## src/rtl/debounce_pkg.sv

```systemverilog
// Shared repeat-state encoding and default timing for a 100 MHz core clock.
// 1 ms stability window, 0.5 s initial repeat delay, 0.1 s repeat interval.
package debounce_pkg;

  typedef enum logic [1:0] {
    IDLE   = 2'd0,
    DELAY  = 2'd1,
    REPEAT = 2'd2
  } rpt_state_e;

  localparam int DEF_NUM_CH        = 13;
  localparam int DEF_STABLE_CYCLES = 100000;
  localparam int DEF_REPEAT_DELAY  = 50000000;
  localparam int DEF_REPEAT_RATE   = 10000000;
  localparam int DEF_CNT_W         = 27;
  localparam int DEF_SYNC_STAGES   = 2;

endpackage

```

## src/rtl/debounce_bank_if.sv

```systemverilog
// Pad-side inputs and debounced level/pulse outputs of the debounce bank.
// Free-running, no handshake: every signal is valid on every clock.
interface debounce_bank_if #(
  parameter int NUM_CH = 13
);
  logic [NUM_CH-1:0] raw_in;
  logic [NUM_CH-1:0] repeat_en;
  logic [NUM_CH-1:0] level_out;
  logic [NUM_CH-1:0] rise_pulse;
  logic [NUM_CH-1:0] fall_pulse;
  logic [NUM_CH-1:0] repeat_pulse;
  logic              any_change;

  modport master (
    output raw_in, repeat_en,
    input  level_out, rise_pulse, fall_pulse, repeat_pulse, any_change
  );

  modport slave (
    input  raw_in, repeat_en,
    output level_out, rise_pulse, fall_pulse, repeat_pulse, any_change
  );
endinterface

```

## src/rtl/debounce_ch.sv

```systemverilog
// One channel: synchroniser, stability counter, edge pulses and auto-repeat FSM.
// Level follows raw input after SYNC_STAGES+STABLE_CYCLES edges; no backpressure.
module debounce_ch
  import debounce_pkg::*;
#(
  parameter int STABLE_CYCLES = DEF_STABLE_CYCLES,
  parameter int REPEAT_DELAY  = DEF_REPEAT_DELAY,
  parameter int REPEAT_RATE   = DEF_REPEAT_RATE,
  parameter int CNT_W         = DEF_CNT_W,
  parameter int SYNC_STAGES   = DEF_SYNC_STAGES
) (
  input  logic clk,
  input  logic rst_n,
  input  logic raw,
  input  logic repeat_en,
  output logic level,
  output logic rise,
  output logic fall,
  output logic rpt,
  output logic flip
);

  localparam logic [CNT_W-1:0] STABLE_LAST = CNT_W'(STABLE_CYCLES - 1);
  localparam logic [CNT_W-1:0] DELAY_LAST  = CNT_W'(REPEAT_DELAY - 1);
  localparam logic [CNT_W-1:0] RATE_LAST   = CNT_W'(REPEAT_RATE - 1);

  logic [SYNC_STAGES-1:0] sync_q;
  logic                   s;
  logic [CNT_W-1:0]       cnt;
  logic [CNT_W-1:0]       rcnt;
  logic [CNT_W-1:0]       rcnt_next;
  rpt_state_e             state;
  rpt_state_e             state_next;
  logic                   rpt_next;

  assign s    = sync_q[SYNC_STAGES-1];
  // flip is the registered-next view of an edge; the top uses it for any_change
  assign flip = (s != level) && (cnt == STABLE_LAST);

  always_comb begin
    state_next = state;
    rcnt_next  = rcnt;
    rpt_next   = 1'b0;
    unique case (state)
      IDLE: begin
        if (flip && !level) begin
          state_next = DELAY;
          rcnt_next  = '0;
        end
      end
      DELAY: begin
        if (rcnt == DELAY_LAST) begin
          rpt_next   = 1'b1;
          state_next = REPEAT;
          rcnt_next  = '0;
        end else begin
          rcnt_next = rcnt + 1'b1;
        end
      end
      REPEAT: begin
        if (rcnt == RATE_LAST) begin
          rpt_next  = 1'b1;
          rcnt_next = '0;
        end else begin
          rcnt_next = rcnt + 1'b1;
        end
      end
      default: state_next = IDLE;
    endcase
    // Release or enable drop abandons the hold silently, overriding any due pulse
    if (!repeat_en || (flip && level)) begin
      state_next = IDLE;
      rcnt_next  = '0;
      rpt_next   = 1'b0;
    end
  end

  always_ff @(posedge clk) begin
    if (!rst_n) begin
      sync_q <= '0;
      cnt    <= '0;
      level  <= 1'b0;
      rise   <= 1'b0;
      fall   <= 1'b0;
      rpt    <= 1'b0;
      state  <= IDLE;
      rcnt   <= '0;
    end else begin
      sync_q <= {sync_q[SYNC_STAGES-2:0], raw};
      if (s == level) begin
        cnt <= '0;
      end else if (flip) begin
        cnt   <= '0;
        level <= ~level;
      end else begin
        cnt <= cnt + 1'b1;
      end
      rise  <= flip & ~level;
      fall  <= flip & level;
      rpt   <= rpt_next;
      state <= state_next;
      rcnt  <= rcnt_next;
    end
  end

endmodule

```

## src/rtl/debounce_bank.sv

```systemverilog
// Bank of NUM_CH independent debounce channels plus a registered any_change flag.
// Same latency as a single channel; free-running, no backpressure.
module debounce_bank
  import debounce_pkg::*;
#(
  parameter int NUM_CH        = DEF_NUM_CH,
  parameter int STABLE_CYCLES = DEF_STABLE_CYCLES,
  parameter int REPEAT_DELAY  = DEF_REPEAT_DELAY,
  parameter int REPEAT_RATE   = DEF_REPEAT_RATE,
  parameter int CNT_W         = DEF_CNT_W,
  parameter int SYNC_STAGES   = DEF_SYNC_STAGES
) (
  input  logic            clk,
  input  logic            rst_n,
  debounce_bank_if.slave  io
);

  logic [NUM_CH-1:0] level;
  logic [NUM_CH-1:0] rise;
  logic [NUM_CH-1:0] fall;
  logic [NUM_CH-1:0] rpt;
  logic [NUM_CH-1:0] flip;
  logic              any_q;

  for (genvar i = 0; i < NUM_CH; i++) begin : g_ch
    debounce_ch #(
      .STABLE_CYCLES (STABLE_CYCLES),
      .REPEAT_DELAY  (REPEAT_DELAY),
      .REPEAT_RATE   (REPEAT_RATE),
      .CNT_W         (CNT_W),
      .SYNC_STAGES   (SYNC_STAGES)
    ) u_ch (
      .clk       (clk),
      .rst_n     (rst_n),
      .raw       (io.raw_in[i]),
      .repeat_en (io.repeat_en[i]),
      .level     (level[i]),
      .rise      (rise[i]),
      .fall      (fall[i]),
      .rpt       (rpt[i]),
      .flip      (flip[i])
    );
  end

  // Registered from the channels' pending flips so it lands with the pulses
  always_ff @(posedge clk) begin
    if (!rst_n) begin
      any_q <= 1'b0;
    end else begin
      any_q <= |flip;
    end
  end

  assign io.level_out    = level;
  assign io.rise_pulse   = rise;
  assign io.fall_pulse   = fall;
  assign io.repeat_pulse = rpt;
  assign io.any_change   = any_q;

endmodule
```

## src/flat_wrapper.sv

```systemverilog
// flat-port wrapper written by rule: the top's interface ports become plain ports
module debounce_bank_flat import debounce_pkg::*;
#(
  parameter int NUM_CH        = DEF_NUM_CH,
  parameter int STABLE_CYCLES = DEF_STABLE_CYCLES,
  parameter int REPEAT_DELAY  = DEF_REPEAT_DELAY,
  parameter int REPEAT_RATE   = DEF_REPEAT_RATE,
  parameter int CNT_W         = DEF_CNT_W,
  parameter int SYNC_STAGES   = DEF_SYNC_STAGES
)
  (clk, rst_n, io_raw_in, io_repeat_en, io_level_out, io_rise_pulse, io_fall_pulse, io_repeat_pulse, io_any_change);
  debounce_bank_if #(.NUM_CH(NUM_CH)) io_i ();
  input  logic clk;
  input  logic rst_n;
  input wire logic [$bits(io_i.raw_in)-1:0] io_raw_in;
  input wire logic [$bits(io_i.repeat_en)-1:0] io_repeat_en;
  output wire logic [$bits(io_i.level_out)-1:0] io_level_out;
  output wire logic [$bits(io_i.rise_pulse)-1:0] io_rise_pulse;
  output wire logic [$bits(io_i.fall_pulse)-1:0] io_fall_pulse;
  output wire logic [$bits(io_i.repeat_pulse)-1:0] io_repeat_pulse;
  output wire logic [$bits(io_i.any_change)-1:0] io_any_change;
  assign io_i.raw_in = io_raw_in;
  assign io_i.repeat_en = io_repeat_en;
  assign io_level_out = io_i.level_out;
  assign io_rise_pulse = io_i.rise_pulse;
  assign io_fall_pulse = io_i.fall_pulse;
  assign io_repeat_pulse = io_i.repeat_pulse;
  assign io_any_change = io_i.any_change;
  debounce_bank #(.NUM_CH(NUM_CH), .STABLE_CYCLES(STABLE_CYCLES), .REPEAT_DELAY(REPEAT_DELAY), .REPEAT_RATE(REPEAT_RATE), .CNT_W(CNT_W), .SYNC_STAGES(SYNC_STAGES)) u_core (.clk(clk), .rst_n(rst_n), .io(io_i));
endmodule
```

## config.mk

```make
export PLATFORM = sky130hd
export DESIGN_NAME = debounce_bank_flat
export DESIGN_NICKNAME = d
export VERILOG_FILES = /design/src/rtl/debounce_pkg.sv /design/src/rtl/debounce_bank_if.sv /design/src/rtl/debounce_ch.sv /design/src/rtl/debounce_bank.sv /design/src/flat_wrapper.sv
export SDC_FILE = /design/constraint.sdc
export NUM_CORES = 2
export LEC_CHECK = 0
export CAP_MARGIN = 5
export CORE_UTILIZATION = 45
export DETAILED_ROUTE_END_ITERATION = 8
export PLACE_DENSITY = 0.74
export SLEW_MARGIN = 30
export SYNTH_ARGS = -nofsm -noshare
export SYNTH_HDL_FRONTEND = slang
export SYNTH_SLANG_ARGS = --single-unit
```

## constraint.sdc

```tcl
create_clock -name clk -period 2.7 [get_ports clk]
set_clock_uncertainty 0.05 [all_clocks]
set_input_delay 0.81 -clock clk [delete_from_list [all_inputs] [get_ports clk]]
set_output_delay 0.81 -clock clk [all_outputs]
set_load 0.05 [all_outputs]
```

Word level (Yosys, flattened, before mapping)
Index checks and enable logic that the tools add are counted.
{ "op_classes": {"add_sub_neg": 26, "n_eq_ne": 117, "mux": 130, "n_bitwise": 66, "n_reduce_logical": 170} }
{ "ops": {"columns": ["op", "n"], "rows": [
  ["$mux W27", 39],
  ["$pmux W27 S3", 13],
  ["$add A27 B1 Y27 const B", 26],
  ["$eq A27 B17 Y1 const B", 13],
  ["$eq A27 B24 Y1 const B", 13],
  ["$eq A27 B26 Y1 const B", 13],
  ["$pmux W2 S3", 13],
  ["$mux W2", 26],
  ["$ne A2 B2 Y1 const B", 26],
  ["$reduce_and A2 Y1", 26],
  ["$not A1 Y1", 40],
  ["$logic_and A1 B1 Y1", 39],
  ["$reduce_and A3 Y1", 13],
  ["$reduce_bool A3 Y1", 13],
  ["$reduce_or A3 Y1", 13],
  ["$and A1 B1 Y1", 26],
  ["$eq A2 B1 Y1 const B", 13],
  ["$eq A2 B2 Y1 const B", 13],
  ["$logic_not A1 Y1", 26],
  ["$logic_not A2 Y1", 13],
  ["$mux W1", 26],
  ["$pmux W1 S2", 13],
  ["$reduce_or A2 Y1", 13],
  ["$eq A1 B1 Y1", 13],
  ["3 further kinds", 27]
]} }
{ "word_totals": {"regBits": 807, "output_inout_bits": 53, "elab_cells": 614} }

Depth between registers and ports, before layout
{ "logic_depth": {"word_depth": 5, "depth_mapped": 10} }

By module
From an unflattened synthesis, not the netlist that was laid out.
{ "hier_totals": {"hier_cells": 5314, "hier_area_um2": 43719.4} }
{ "modules_own_cells": {"columns": ["mod", "instances", "cells_per_inst", "area_per_inst_um2", "seq_area_each_um2"], "rows": [
  ["debounce_ch (u_core.g_ch[0].u_ch ...)", 11, 413, 3377.0, 1241.2],
  ["debounce_ch (u_core.g_ch[9].u_ch)", 1, 396, 3268.1, 1241.2],
  ["debounce_ch (u_core.g_ch[2].u_ch)", 1, 368, 3250.6, 1241.2],
  ["debounce_bank", 1, 7, 53.8, 20.0]
]} }

Worst setup path before layout
OpenSTA, ideal clock, no wires.
{ "synth_path": {"path_type": "flip-flop to flip-flop", "start": "reg u_core.g_ch[12].u_ch.cnt[0]", "end": "reg u_core.g_ch[12].u_ch.rcnt[10]", "setup_ps": 117, "arrival_time_ps": 2470, "required_ps": 2533, "setup_slack_ps": 63, "stages_incl_launch_ff": 10, "synth_period_minus_slack_ps": 2637, "path_cell_list": "dfxtp_1 ha_1 nand4_1 or3_1 o31a_1 or2_2 clkbuf_1 o21ai_1 buf_2 nor2_1"} }
{ "synth_via": {"elab_chain_len": 5} }
{ "synth_rtl": {"columns": ["element", "line_no", "source"], "rows": [
  ["from (decl)", "debounce_ch.sv:29", "logic [CNT_W-1:0] cnt;"],
  ["from (signal assigned)", "debounce_ch.sv:96", "cnt <= cnt + 1'b1;"],
  ["$eq A27 B17 Y1 *", "debounce_ch.sv:38", "assign flip = (s != level) && (cnt == STABLE_LAST);"],
  ["$logic_and A1 B1 Y1 *", "debounce_ch.sv:38", null],
  ["$logic_and A1 B1 Y1 (on tied branches)", "debounce_ch.sv:46, debounce_ch.sv:71", null],
  ["$ne A2 B2 Y1 (no source line) / $logic_or A1 B1 Y1 (equally long branches)", null, null],
  ["$reduce_and A2 Y1 (no source line) / $reduce_or A2 Y1 (equally long branches)", null, null],
  ["to (signal assigned)", "debounce_ch.sv:102", "rcnt <= rcnt_next;"],
  ["to (decl)", "debounce_ch.sv:30", "logic [CNT_W-1:0] rcnt;"]
]} }
Every way passes the cells marked *; elsewhere a longest branch is shown, timed or not.
A chain may end at the register's enable or synchronous reset.

Worst setup path in the final report
{ "layout_path": {"start": "reg u_core.g_ch[0].u_ch.level", "end": "out io_level_out[0]"} }
{ "layout_rtl": {"columns": ["element", "line_no", "source"], "rows": [
  ["from (decl)", "debounce_ch.sv:16", "output logic level,"],
  ["from (signal assigned)", "debounce_ch.sv:94", "level <= ~level;"],
  ["to (decl)", "flat_wrapper.sv:17", "output wire logic [$bits(io_i.level_out)-1:0] io_level_out;"]
]} }
No word-level cell between the ends.

==> qor.csv <==
stage;metric;value;unit
worst_setup_path;path_buf_inv;1;
sta;slew_headroom;0.4482;
die;die_y;299.5;um
sta;tns;0;ns
layout;stdcell_count;6125;
worst_setup_path;reg2reg_from;u_core.g_ch[0].u_ch.cnt[23];
worst_setup_path;path_delay_family;flip-flops;
detailed_routing;drt_wl_total;87.73;mm
grt;grt_overflow;0;
grt;grt_usage;0.1914;
layout;finalCoreUtilization;0.5238;
clocking;ctsHoldBuffers;0;
clocking;clockBufferDepth;3;
worst_setup_path;slowest_stage;dfxtp_1;
sta;tightest_slew;0.8227;ns
power_and_ir_drop;clkPwrFrac;0.506;
worst_setup_path;slowest_delay;0.57;ns
power_and_ir_drop;ir_drop;496.4;uV
clocking;tritoncts;built;
layout;final_common_cell;dfxtp_1;
detailed_routing;viasPerCell;5.562;
sta;timing.final.crit_share;0.9720;
die;core_area;87160;um^2
grt;grt_pass1_vias;31490;
worst_setup_path;regToRegSetupSlack;0.10;ns
min_path;worstHoldPathCells;1;
place;placed_area;42480;um^2
clocking;clockRootBuffer;clkbuf_16;
layout;synthToLayoutAreaGrowth;14.63;%
worst_setup_path;crit_chain;clkdlybuf4s15_1;
grt;grt_start_max_net_pins;28;
clocking;clock-sinks;807;
die;start_util;0.4570;
worst_setup_path;cp_data_arrival_time;1.76;ns
sta;slew_viol_final;0;
power_and_ir_drop;power.switching;5296;uW
power_and_ir_drop;p_per_area;546.2;nW/um^2
detailed_routing;drt_iter0_markers;2208;
layout;final_cell_mix;807 x dfxtp_1, 677 x nor2_1, 374 x nand2_1, 318 x nand3_1, 262 x xor2_1;
synthesis;ys_seq_area_frac;0.4056;
detailed_routing;antenna_left;0;
synthesis;syn_nets;4874;
place;io_buffers;80;
synthesis;synth.avg_cell_area;8.353;um^2
power_and_ir_drop;pwr-share-seq;0.479;
die;io_pins;81;
power_and_ir_drop;sw_frac_of_total;0.2124;
synthesis;yosysWarnings;0;
min_path;min_from;u_core.g_ch[4].u_ch.sync_q[0];
synthesis;ys.flop_type;dfxtp_1;
clocking;clock_latency;0.64;ns
min_path;hp-class;register to register;
die;dieArea;89700;um^2
worst_setup_path;endpoint_kind;primary output;
worst_setup_path;crit_type;register to primary output;
synthesis;async_flop_share;0;
sta;fmax;0.3810;GHz
worst_setup_path;timing.rr.end;u_core.g_ch[0].u_ch.rcnt[24];
synthesis;synthesis.area;39830;um^2
place;dp_cells;5959;
power_and_ir_drop;leakage;0.01461;uW
outcome;status;finished clean;
worst_setup_path;required;1.84;ns
synthesis;ys_ff_latch;807;
worst_setup_path;crit_path_max_fanout;8;
synthesis;synth_cell_types;86;
grt;grt_pass1_wl;149.3;mm
die;num_rows;108;
power_and_ir_drop;p_int;19640;uW
sta;fin_crit;2.624;ns
worst_setup_path;start_kind;register;
detailed_routing;first_pass_iters;6;
clocking;cts_buffers;88;
synthesis;synth_edf_count;0;
power_and_ir_drop;combPwrFrac;0.015;
sta;hold_viol;0;
worst_setup_path;ff2ff_path_depth;7;
min_path;holdPathEnd;u_core.g_ch[4].u_ch.sync_q[1];
detailed_routing;post_drt_wl_per_cell;14.32;um
die;dieWidth;299.5;um
layout;layout-drive-gt1-share;0.07969;
layout;stdcell_area;45660;um^2
sta;setup_viol;0;
clocking;htreeDepth;3;
place;gp_congestion;0.8869;
clocking;clk_pin_slew;0.06;ns
place;hpwl;61.25;mm
detailed_routing;vias;34070;
detailed_routing;drcViolationCount;0;
run;maxCapViolations;0;
sta;rsz0062_at_grt;no;
synthesis;netlist_instances;4768;
grt;antenna_found_initial;3;
layout;nets;5001;
==> logic make-up after synthesis <==
group,count (synthesis),share of synthesized area
multiplexers,26,0.006534
flip-flops,807,0.4056
XOR/XNOR,509,0.1119
buffers and inverters,351,0.03870
AO/OA/AOI/OAI,527,0.09057
adder cells (fa/ha/maj),78,0.02450
AND/OR/NAND/NOR,2470,0.3222
==> area by class of cell <==
| class | count | area, um^2 |
|---|---|---|
| multi-input combinational | 3610 | 22270 |
| sequential | 807 | 16160 |
| timing repair buffer | 254 | 2190 |
| clock buffer | 123 | 2535 |
| inverter | 134 | 503.0 |
| fill | 7976 | 41500 |
| antenna | 1 | 2.502 |
| tap | 1155 | 1445 |
| clock inverter | 41 | 558.0 |
==> power groups by stage <==
| stage | clock network [uW] | logic [uW] | registers, uW |
|---|---|---|---|
| 2_1_floorplan | 0 | 207 | 12200 |
| 3_3_place_gp | 0 | 382 | 12200 |
| 3_5_place_dp | 0 | 386 | 12200 |
| 4_1_cts | 13000 | 387 | 11900 |
| 5_1_grt | 13500 | 419 | 11900 |
| 6_report | 12600 | 384 | 11900 |
==> sequential cells by signal, indices dropped and copies added (netlist names) <==
name,flops
u_core.g_ch.u_ch.rpt,13
u_core.io.any_change,1
u_core.g_ch.u_ch.sync_q,26
u_core.g_ch.u_ch.rcnt,351
u_core.g_ch.u_ch.level,13
u_core.g_ch.u_ch.rise,13
u_core.g_ch.u_ch.state,26
u_core.g_ch.u_ch.fall,13
u_core.g_ch.u_ch.cnt,351
==> repair_timing <==
action	in CTS	in global routing
resized for setup	20	19
pin swaps	0	5
hold endpoints to repair	0	0
endpoints found under the setup margin	27	91
setup buffers	0	1
==> per-layer routing <==
layer / GRT usage / vias up / share of wire
li1: - / 17260 / -
met1: 0.2586 / 15960 / 0.47
met3: 0.02747 / 174 / 0.043
met2: 0.3075 / 671 / 0.45
met4: 0.07483 / 0 / 0.032
met5: 0 / - / 0
==> worst max-delay path by stage <==
stage                                     start                       endpoint  slack, ns  depth (start not counted)
floorplan           u_core.g_ch[12].u_ch.cnt[0]  u_core.g_ch[12].u_ch.rcnt[10]       0.06                          9
global route         u_core.g_ch[2].u_ch.cnt[1]   u_core.g_ch[2].u_ch.rcnt[19]      0.005                          7
global placement    u_core.g_ch[0].u_ch.cnt[14]   u_core.g_ch[0].u_ch.rcnt[20]       0.08                          7
finish                u_core.g_ch[0].u_ch.level                io_level_out[0]       0.08                          1
CTS                    u_core.g_ch[4].u_ch.fall               io_fall_pulse[4]      0.009                          1
detailed placement   u_core.g_ch[2].u_ch.cnt[1]   u_core.g_ch[2].u_ch.rcnt[22]      0.006                          6
==> synthesized netlist by cell type, types with 10 or more instances <==
library cell	n	area, um^2
dfxtp_1	807	16160
nor2_1	678	2545
nand2_1	374	1404
nand3_1	319	1597
xor2_1	262	2295
xnor2_1	247	2163
nand4_1	231	1445
nor3_1	156	780.8
clkbuf_1	144	540.5
inv_1	133	499.2
and3_1	127	794.5
nor4_1	109	681.9
a21oi_1	100	500.5
o21ai_0	97	485.5
and2_1	84	525.5
ha_1	78	975.9
and4_1	77	674.4
a31oi_1	71	444.2
or3_1	70	437.9
buf_4	52	390.4
nor4b_1	44	385.4
o31ai_1	32	240.2
or4_1	32	240.2
a22oi_1	30	225.2
mux2i_1	26	260.3
nor3b_1	22	165.2
nand2b_1	21	131.4
nor4bb_1	21	210.2
o211ai_1	19	142.6
o21a_1	19	142.6
or2_2	19	118.9
nor2b_1	17	106.4
o41ai_1	17	148.9
nand3b_1	15	112.6
nand4b_1	15	131.4
a211oi_1	13	97.59
and3b_1	11	96.34
buf_2	11	55.05
o311ai_0	11	96.34
a21boi_0	10	75.07
o2111ai_1	10	87.58
==> per-stage QoR <==
stage               power (uW)  setup slack (ns)  hold WS [ns]
floorplan                12410           0.06278        0.3619
global placement         12590           0.08183        0.3647
detailed placement       12600          0.006066        0.3681
CTS                      25310          0.008508        0.3826
global route             25810          0.005115        0.3944
finish                   24940           0.07566        0.3719
(Power assumes the default switching activity.)
